$ cat src/rtl/track_section_arbiter_pkg.sv
// ---------------------------------------------------------------------------
// track_pkg: shared types and constants for the track section arbiter.
//   state_e    : arbiter states IDLE, SET_SW, GRANT, RELEASE, FAULT
//   owner_e    : section owner encoding, OWN_A = 0, OWN_B = 1
//   ROUTE_W    : width of a switch pattern {sw1,sw2,sw3}
//   SW_RESET_DEFAULT : switch pattern driven out of reset
//   other_owner(): the train that is not the given owner
// ---------------------------------------------------------------------------
package track_pkg;

    localparam int ROUTE_W = 3;

    localparam logic [ROUTE_W-1:0] SW_RESET_DEFAULT = 3'b110;

    typedef enum logic [2:0] {
        IDLE    = 3'd0,
        SET_SW  = 3'd1,
        GRANT   = 3'd2,
        RELEASE = 3'd3,
        FAULT   = 3'd4
    } state_e;

    typedef enum logic {
        OWN_A = 1'b0,
        OWN_B = 1'b1
    } owner_e;

    function automatic owner_e other_owner(input owner_e o);
        owner_e r;
        if (o == OWN_A) begin
            r = OWN_B;
        end else begin
            r = OWN_A;
        end
        return r;
    endfunction

endpackage

$ cat src/rtl/track_section_arbiter_if.sv
// ---------------------------------------------------------------------------
// track_section_arbiter_if: request / route / exit signals from the two train
// sequencers and the switch / track-power drive back to the layout.
//   master : sequencer side (drives req/route/exit, observes drive outputs)
//   slave  : arbiter side   (observes req/route/exit, drives sw/grant/busy/fault)
// ---------------------------------------------------------------------------
interface track_section_arbiter_if;
    import track_pkg::*;

    logic               req_a;
    logic               req_b;
    logic [ROUTE_W-1:0] route_a;
    logic [ROUTE_W-1:0] route_b;
    logic               exit_a;
    logic               exit_b;
    logic [ROUTE_W-1:0] sw;
    logic               grant_a;
    logic               grant_b;
    logic               busy;
    logic               fault;

    modport master (
        output req_a, req_b, route_a, route_b, exit_a, exit_b,
        input  sw, grant_a, grant_b, busy, fault
    );

    modport slave (
        input  req_a, req_b, route_a, route_b, exit_a, exit_b,
        output sw, grant_a, grant_b, busy, fault
    );

endinterface

$ cat src/rtl/track_section_arbiter_cycle_timer.sv
// ---------------------------------------------------------------------------
// cycle_timer: clearable saturating up-counter with a terminal-count compare.
// Shared by the switch-settle phase and the grant watchdog.
//   clk, reset  : clock, synchronous active-high reset (count -> 0)
//   clear       : synchronous restart at 0 (wins over enable)
//   enable      : count up by one, sticking at all-ones
//   terminal    : value compared against the current count
//   at_terminal : current count equals terminal
// ---------------------------------------------------------------------------
module cycle_timer #(
    parameter int W = 8
) (
    input  logic         clk,
    input  logic         reset,
    input  logic         clear,
    input  logic         enable,
    input  logic [W-1:0] terminal,
    output logic         at_terminal
);

    logic [W-1:0] count_r;

    // Counter register: restart on clear, otherwise count up and saturate.
    always_ff @(posedge clk) begin
        if (reset) begin
            count_r <= {W{1'b0}};
        end else if (clear) begin
            count_r <= {W{1'b0}};
        end else if (enable && (count_r != {W{1'b1}})) begin
            count_r <= count_r + W'(1);
        end else begin
            count_r <= count_r;
        end
    end

    assign at_terminal = (count_r == terminal);

endmodule

$ cat src/rtl/track_section_arbiter.sv
// ---------------------------------------------------------------------------
// track_section_arbiter: grants the shared switch/crossing section to train A
// or train B. A winning request first drives its switch route and waits
// SETTLE_CYCLES, then the grant (track power) is held until the owner's exit
// sensor rises; the section is then released and priority passes to the
// other train.
//
// Ports
//   clk   : system clock
//   reset : synchronous, active-high reset
//   bus   : track_section_arbiter_if.slave
//           req_a/req_b, route_a/route_b, exit_a/exit_b in;
//           sw, grant_a/grant_b, busy, fault out (all registered)
//
// Build option
//   WATCHDOG_EN : when defined, a grant held for TIMEOUT_CYCLES moves to a
//                 sticky FAULT state (grants off, fault high) left only by
//                 reset. Undefined: no FAULT state, fault tied low.
// ---------------------------------------------------------------------------
module track_section_arbiter
    import track_pkg::*;
#(
    parameter int unsigned        SETTLE_CYCLES  = 50000,
    parameter int unsigned        TIMEOUT_CYCLES = 20000000,
    parameter logic [ROUTE_W-1:0] SW_RESET       = SW_RESET_DEFAULT
) (
    input logic                   clk,
    input logic                   reset,
    track_section_arbiter_if.slave bus
);

    localparam int unsigned CNT_MAX = (SETTLE_CYCLES > TIMEOUT_CYCLES) ?
                                      SETTLE_CYCLES : TIMEOUT_CYCLES;
    localparam int          CNT_W   = $clog2(CNT_MAX) + 1;
    localparam logic [CNT_W-1:0] SETTLE_TC = CNT_W'(SETTLE_CYCLES - 1);
`ifdef WATCHDOG_EN
    localparam logic [CNT_W-1:0] TIMEOUT_TC = CNT_W'(TIMEOUT_CYCLES - 1);
`endif

    state_e             state_r;
    state_e             state_s;
    owner_e             owner_r;
    owner_e             owner_s;
    owner_e             prio_r;
    owner_e             prio_s;
    logic [ROUTE_W-1:0] sw_r;
    logic [ROUTE_W-1:0] sw_s;
    logic               exit_a_prev_r;
    logic               exit_b_prev_r;
    logic               grant_a_r;
    logic               grant_b_r;
    logic               busy_r;
    logic               fault_r;

    logic               owner_req_s;
    logic               owner_rise_s;
    logic               tmr_clear_s;
    logic               tmr_enable_s;
    logic               tmr_at_tc_s;
    logic [CNT_W-1:0]   tmr_terminal_s;

    // Terminal-count select: the settle length everywhere except GRANT.
    always_comb begin
`ifdef WATCHDOG_EN
        if (state_r == GRANT) begin
            tmr_terminal_s = TIMEOUT_TC;
        end else begin
            tmr_terminal_s = SETTLE_TC;
        end
`else
        tmr_terminal_s = SETTLE_TC;
`endif
    end

    cycle_timer #(
        .W (CNT_W)
    ) u_timer (
        .clk         (clk),
        .reset       (reset),
        .clear       (tmr_clear_s),
        .enable      (tmr_enable_s),
        .terminal    (tmr_terminal_s),
        .at_terminal (tmr_at_tc_s)
    );

    // Owner's request level and exit rising edge, selected by current owner.
    always_comb begin
        if (owner_r == OWN_A) begin
            owner_req_s  = bus.req_a;
            owner_rise_s = bus.exit_a & ~exit_a_prev_r;
        end else begin
            owner_req_s  = bus.req_b;
            owner_rise_s = bus.exit_b & ~exit_b_prev_r;
        end
    end

    // Next-state, owner, route latch, priority and timer control.
    always_comb begin
        state_s      = state_r;
        owner_s      = owner_r;
        sw_s         = sw_r;
        prio_s       = prio_r;
        tmr_clear_s  = 1'b0;
        tmr_enable_s = 1'b0;
        case (state_r)
            IDLE: begin
                // A wins if alone or if it holds priority in a tie.
                if (bus.req_a && (!bus.req_b || (prio_r == OWN_A))) begin
                    owner_s     = OWN_A;
                    sw_s        = bus.route_a;
                    tmr_clear_s = 1'b1;
                    state_s     = SET_SW;
                end else if (bus.req_b) begin
                    owner_s     = OWN_B;
                    sw_s        = bus.route_b;
                    tmr_clear_s = 1'b1;
                    state_s     = SET_SW;
                end else begin
                    state_s     = IDLE;
                end
            end
            SET_SW: begin
                tmr_enable_s = 1'b1;
                // A request withdrawn before the grant abandons the win;
                // the latched route stays on the switches.
                if (!owner_req_s) begin
                    state_s = IDLE;
                end else if (tmr_at_tc_s) begin
                    state_s = GRANT;
`ifdef WATCHDOG_EN
                    tmr_clear_s = 1'b1;
`endif
                end else begin
                    state_s = SET_SW;
                end
            end
            GRANT: begin
                // Owner's req is ignored here: the train is in the section.
                if (owner_rise_s) begin
                    state_s = RELEASE;
                end else begin
`ifdef WATCHDOG_EN
                    tmr_enable_s = 1'b1;
                    if (tmr_at_tc_s) begin
                        state_s = FAULT;
                    end else begin
                        state_s = GRANT;
                    end
`else
                    state_s = GRANT;
`endif
                end
            end
            RELEASE: begin
                prio_s  = other_owner(owner_r);
                state_s = IDLE;
            end
`ifdef WATCHDOG_EN
            FAULT: begin
                state_s = FAULT;
            end
`endif
            default: begin
                state_s = IDLE;
            end
        endcase
    end

    // State, owner, route, priority and exit-history registers.
    always_ff @(posedge clk) begin
        if (reset) begin
            state_r       <= IDLE;
            owner_r       <= OWN_A;
            prio_r        <= OWN_A;
            sw_r          <= SW_RESET;
            exit_a_prev_r <= 1'b0;
            exit_b_prev_r <= 1'b0;
        end else begin
            state_r       <= state_s;
            owner_r       <= owner_s;
            prio_r        <= prio_s;
            sw_r          <= sw_s;
            exit_a_prev_r <= bus.exit_a;
            exit_b_prev_r <= bus.exit_b;
        end
    end

    // Output registers decoded from the next state so they align with it.
    always_ff @(posedge clk) begin
        if (reset) begin
            grant_a_r <= 1'b0;
            grant_b_r <= 1'b0;
            busy_r    <= 1'b0;
            fault_r   <= 1'b0;
        end else begin
            grant_a_r <= (state_s == GRANT) && (owner_s == OWN_A);
            grant_b_r <= (state_s == GRANT) && (owner_s == OWN_B);
            busy_r    <= (state_s != IDLE);
`ifdef WATCHDOG_EN
            fault_r   <= (state_s == FAULT);
`else
            fault_r   <= 1'b0;
`endif
        end
    end

    assign bus.sw      = sw_r;
    assign bus.grant_a = grant_a_r;
    assign bus.grant_b = grant_b_r;
    assign bus.busy    = busy_r;
    assign bus.fault   = fault_r;

endmodule

$ cat src/flat_wrapper.sv
// flat-port wrapper written by rule: the top's interface ports become plain ports
module track_section_arbiter_flat import track_pkg::*;
#(
    parameter int unsigned        SETTLE_CYCLES  = 50000,
    parameter int unsigned        TIMEOUT_CYCLES = 20000000,
    parameter logic [ROUTE_W-1:0] SW_RESET       = SW_RESET_DEFAULT
)
  (clk, reset, bus_req_a, bus_req_b, bus_route_a, bus_route_b, bus_exit_a, bus_exit_b, bus_sw, bus_grant_a, bus_grant_b, bus_busy, bus_fault);
  track_section_arbiter_if bus_i ();
  input logic clk;
  input logic reset;
  input wire logic [$bits(bus_i.req_a)-1:0] bus_req_a;
  input wire logic [$bits(bus_i.req_b)-1:0] bus_req_b;
  input wire logic [$bits(bus_i.route_a)-1:0] bus_route_a;
  input wire logic [$bits(bus_i.route_b)-1:0] bus_route_b;
  input wire logic [$bits(bus_i.exit_a)-1:0] bus_exit_a;
  input wire logic [$bits(bus_i.exit_b)-1:0] bus_exit_b;
  output wire logic [$bits(bus_i.sw)-1:0] bus_sw;
  output wire logic [$bits(bus_i.grant_a)-1:0] bus_grant_a;
  output wire logic [$bits(bus_i.grant_b)-1:0] bus_grant_b;
  output wire logic [$bits(bus_i.busy)-1:0] bus_busy;
  output wire logic [$bits(bus_i.fault)-1:0] bus_fault;
  assign bus_i.req_a = bus_req_a;
  assign bus_i.req_b = bus_req_b;
  assign bus_i.route_a = bus_route_a;
  assign bus_i.route_b = bus_route_b;
  assign bus_i.exit_a = bus_exit_a;
  assign bus_i.exit_b = bus_exit_b;
  assign bus_sw = bus_i.sw;
  assign bus_grant_a = bus_i.grant_a;
  assign bus_grant_b = bus_i.grant_b;
  assign bus_busy = bus_i.busy;
  assign bus_fault = bus_i.fault;
  track_section_arbiter #(.SETTLE_CYCLES(SETTLE_CYCLES), .TIMEOUT_CYCLES(TIMEOUT_CYCLES), .SW_RESET(SW_RESET)) u_core (.clk(clk), .reset(reset), .bus(bus_i));
endmodule
$ cat config.mk
export PLATFORM = sky130hd
export DESIGN_NAME = track_section_arbiter_flat
export DESIGN_NICKNAME = d
export VERILOG_FILES = /design/src/rtl/track_section_arbiter_pkg.sv /design/src/rtl/track_section_arbiter_if.sv /design/src/rtl/track_section_arbiter_cycle_timer.sv /design/src/rtl/track_section_arbiter.sv /design/src/flat_wrapper.sv
export SDC_FILE = /design/constraint.sdc
export NUM_CORES = 1
export LEC_CHECK = 0
export ABC_CLOCK_PERIOD_IN_PS = 3400
export CAP_MARGIN = 25
export CORE_MARGIN = 1
export CORE_UTILIZATION = 50
export CTS_BUF_LIST = sky130_fd_sc_hd__clkbuf_8
export CTS_CLUSTER_SIZE = 14
export DETAILED_ROUTE_END_ITERATION = 8
export GPL_TIMING_DRIVEN = 0
export PLACE_DENSITY_LB_ADDON = 0.3
export SLEW_MARGIN = 0
export SYNTH_ARGS = -nofsm -noshare
export SYNTH_HDL_FRONTEND = slang
export SYNTH_SLANG_ARGS = --single-unit
export TNS_END_PERCENT = 1
$ cat constraint.sdc
create_clock -name clk -period 3.4 [get_ports clk]
set_input_delay 0.51 -clock clk [delete_from_list [all_inputs] [get_ports clk]]
set_output_delay 0.51 -clock clk [all_outputs]
set_load 0.005 [all_outputs]
==> run metrics <==
Fin Setup TNS=0 ns; Commonest cells post-synth=dfxtp_1 (38), nor2_1 (20), a21oi_1 (19), nand2_1 (19), o21ai_0 (16); WL met1=1800 um; Clk Latency, worst-skew pair=0.30 ns; RSZ-0062 raised after global routing=no; worst-margin pin slew=0.662 ns; Worst R2R Path Depth=6; EDFF count, synth=0; outcome=finished, final reports clean; Synth Area per Inst=8.51 um^2; Worst Hold Launch=u_core.bus.sw[0]; r2r startpoint=u_core.u_timer.count_r[8]; first drt pass iteration count=4; first-pass GRT wire length=7190 um; H-tree depth=2; area of the mapped netlist=0.00186 mm^2; Max Fanout on Critical Path=9; Clock Tree Buf Depth=2; CTS Sinks=38; CTS tree=yes; synth top area cells=dfxtp_1 (41%), a21oi_1 (5.1%), o21ai_0 (4.3%), nor2_1 (4.0%), nand2_1 (3.8%); crit path time final=2.11 ns; # diodes=0; root cell of the clock tree=clkbuf_8; top_reg_cell synth=dfxtp_1; pwr/cell area=418 mW/mm^2; Die Wd=63.1 um; Worst Hold Endpoint=u_core.bus.sw[0]; antenna violations before repair=0; hpwl dp=2910 um; area delta synth->final=17.5%; R2R Setup Slk=1.29 ns; via count=1,682; DR vias/cell=5.82; leak pwr=0.737 nW; Final Cycle Share=0.621; WL/cell=14.0 um; hold crit path type=flip-flop to flip-flop; Top Layer Used=met4; Post-CTS Repair Setup Buffers=0; layout net count=255; Final Skew=0.00585 ns; crit start category=flip-flop; routed wl met2=1920 um; Mapped Nets=232; Slew HR=0.558; core outline area=0.00344 mm^2; Hold WS=0.502 ns; initial core utilization=0.542; final WL=4050 um; Yosys top cell area share=0.408; DRT iter0 DRCs=89; worst setup path startpoint=u_core.u_timer.count_r[8]; max-cap viol count=0; number of synthesized register bits=38; cell taking the most area after synthesis=dfxtp_1; Cells after Synth=219; CTS resizes=0; DRC=0; vias in the first global route=1,607; Die H=63.1 um; CTS Hold Bufs=0; total grt overflow=0; FMAX=474 MHz; CTS clk-pin slew, worst paths=0.08 ns; TritonCTS buffer count=5; Seq/Total Area, Yosys=0.408; critical path arrival=2.35 ns; share of cells above drive strength 1=0.0988; Peak supply drop=264 uV; async set-or-reset flop fraction in the synthesized netlist=0; die area=0.00398 mm^2; Netlist cell types=54; # rows=21; FF-to-FF End=u_core.u_timer.count_r[21]; largest net degree at the start of global routing=13; crit path kind=flip-flop to flip-flop; most common cell in the netlist=dfxtp_1; post-route antenna net violation count=0; Max Slew Vio Count=0; endpoints failing hold=0; Synth warnings=0; endpoint class of the critical path=flip-flop; CP Data Required Time=3.63 ns; I/O pins=19; worst hold path depth=2; final setup fails=0; port buffer count=16; GP Congestion=0.816; met3 wire len=214 um; Tot GR Track Use=0.233
## worst max-delay path, cell delays in order (launching register included)
cell      delay (ns)
dfxtp_1         0.44
nand3_1         0.12
or3_1           0.31
clkbuf_1        0.22
o311ai_2        0.61
o21ai_0         0.19
a21oi_1         0.15
## worst max path at each step
stage / to / slack, ns / cells after the start
2_1_floorplan: u_core.state_r[0] / 1.54 / 5
3_3_place_gp: u_core.u_timer.count_r[24] / 1.12 / 5
3_5_place_dp: u_core.u_timer.count_r[6] / 1.09 / 5
4_1_cts: u_core.u_timer.count_r[21] / 1.28 / 6
5_1_grt: u_core.u_timer.count_r[21] / 1.08 / 6
6_report: u_core.u_timer.count_r[21] / 1.29 / 6
## layout by cell type (no fill, tap or decap), types with 2 or more instances in the layout
cell type        Yosys  routed
o21ai_0             16      16
o211ai_1             4       4
a21oi_1             19      19
nor2b_1              2       2
and2_1               3       3
clkbuf_8             0       5
nor3_1               3       3
nand3b_1             2       2
nor2_1              20      20
mux2i_1              4       4
inv_1                5       5
nand2b_1             2       2
and3_1               2       2
nand2_1             19      19
and4_1               4       4
clkbuf_1             5       5
nand4_1              3       3
or3_1               10      10
nand4b_1             2       2
nor4_1               4       4
buf_2                2       2
clkdlybuf4s50_1      0      16
or4_1                5       5
clkinv_2             0       2
xor2_1               6       6
nand3_1              7       7
o2111ai_1            3       3
dfxtp_1             38      38
## power breakdown
group	total, W	switching [W]	internal (W)
Sequential	0.000460	0.00000667	0.000454
Combinational	0.0000731	0.0000371	0.0000360
Clock	0.000382	0.000166	0.000216
## final cells by class
cell class	instances	area (um^2)
timing repair buffer	16	160
sequential	38	761
tap	46	57.6
clock inverter	3	40.0
fill	296	1250
inverter	5	18.8
clock buffer	5	68.8
multi-input combinational	168	1050
buffer	8	36.3
## per-stage QoR
stage | util | setup WS, ns | instance area (um^2) | cells | total power (W)
final | 0.636 | 1.29 | 2190 | 289 | 0.000915
after global placement | 0.605 | 1.12 | 2080 | 281 | 0.000542
after CTS | 0.636 | 1.28 | 2190 | 289 | 0.000922
after detailed placement | 0.605 | 1.09 | 2080 | 281 | 0.000544
after global routing | 0.636 | 1.08 | 2190 | 289 | 0.000951
after floorplan | - | 1.54 | 1860 | 219 | 0.000510
## sequential cells by signal (all words and copies together), names as in the netlist
signal	count
u_core.bus.busy	1
u_core.bus.grant_a	1
u_core.bus.grant_b	1
u_core.bus.sw	3
u_core.exit_a_prev_r	1
u_core.exit_b_prev_r	1
u_core.owner_r	1
u_core.prio_r	1
u_core.state_r	2
u_core.u_timer.count_r	26
## layer usage
metal  global-route usage  up-vias
li1                     -      855
met1                0.285      774
met2                0.379       42
met3               0.0543       11
met4                0.119        0
met5                    0        -
## cells by family after synthesis
| logic type | synth area share |
|---|---|
| AND/OR/NAND/NOR | 0.288 |
| AO/OA/AOI/OAI | 0.205 |
| flip-flops | 0.408 |
| buffers and inverters | 0.0295 |
| XOR/XNOR | 0.0329 |
| multiplexers | 0.0275 |
| adder cells (fa/ha/maj) | 0.00671 |
| other | 0.00201 |
Power figures use the tool's default switching activity.
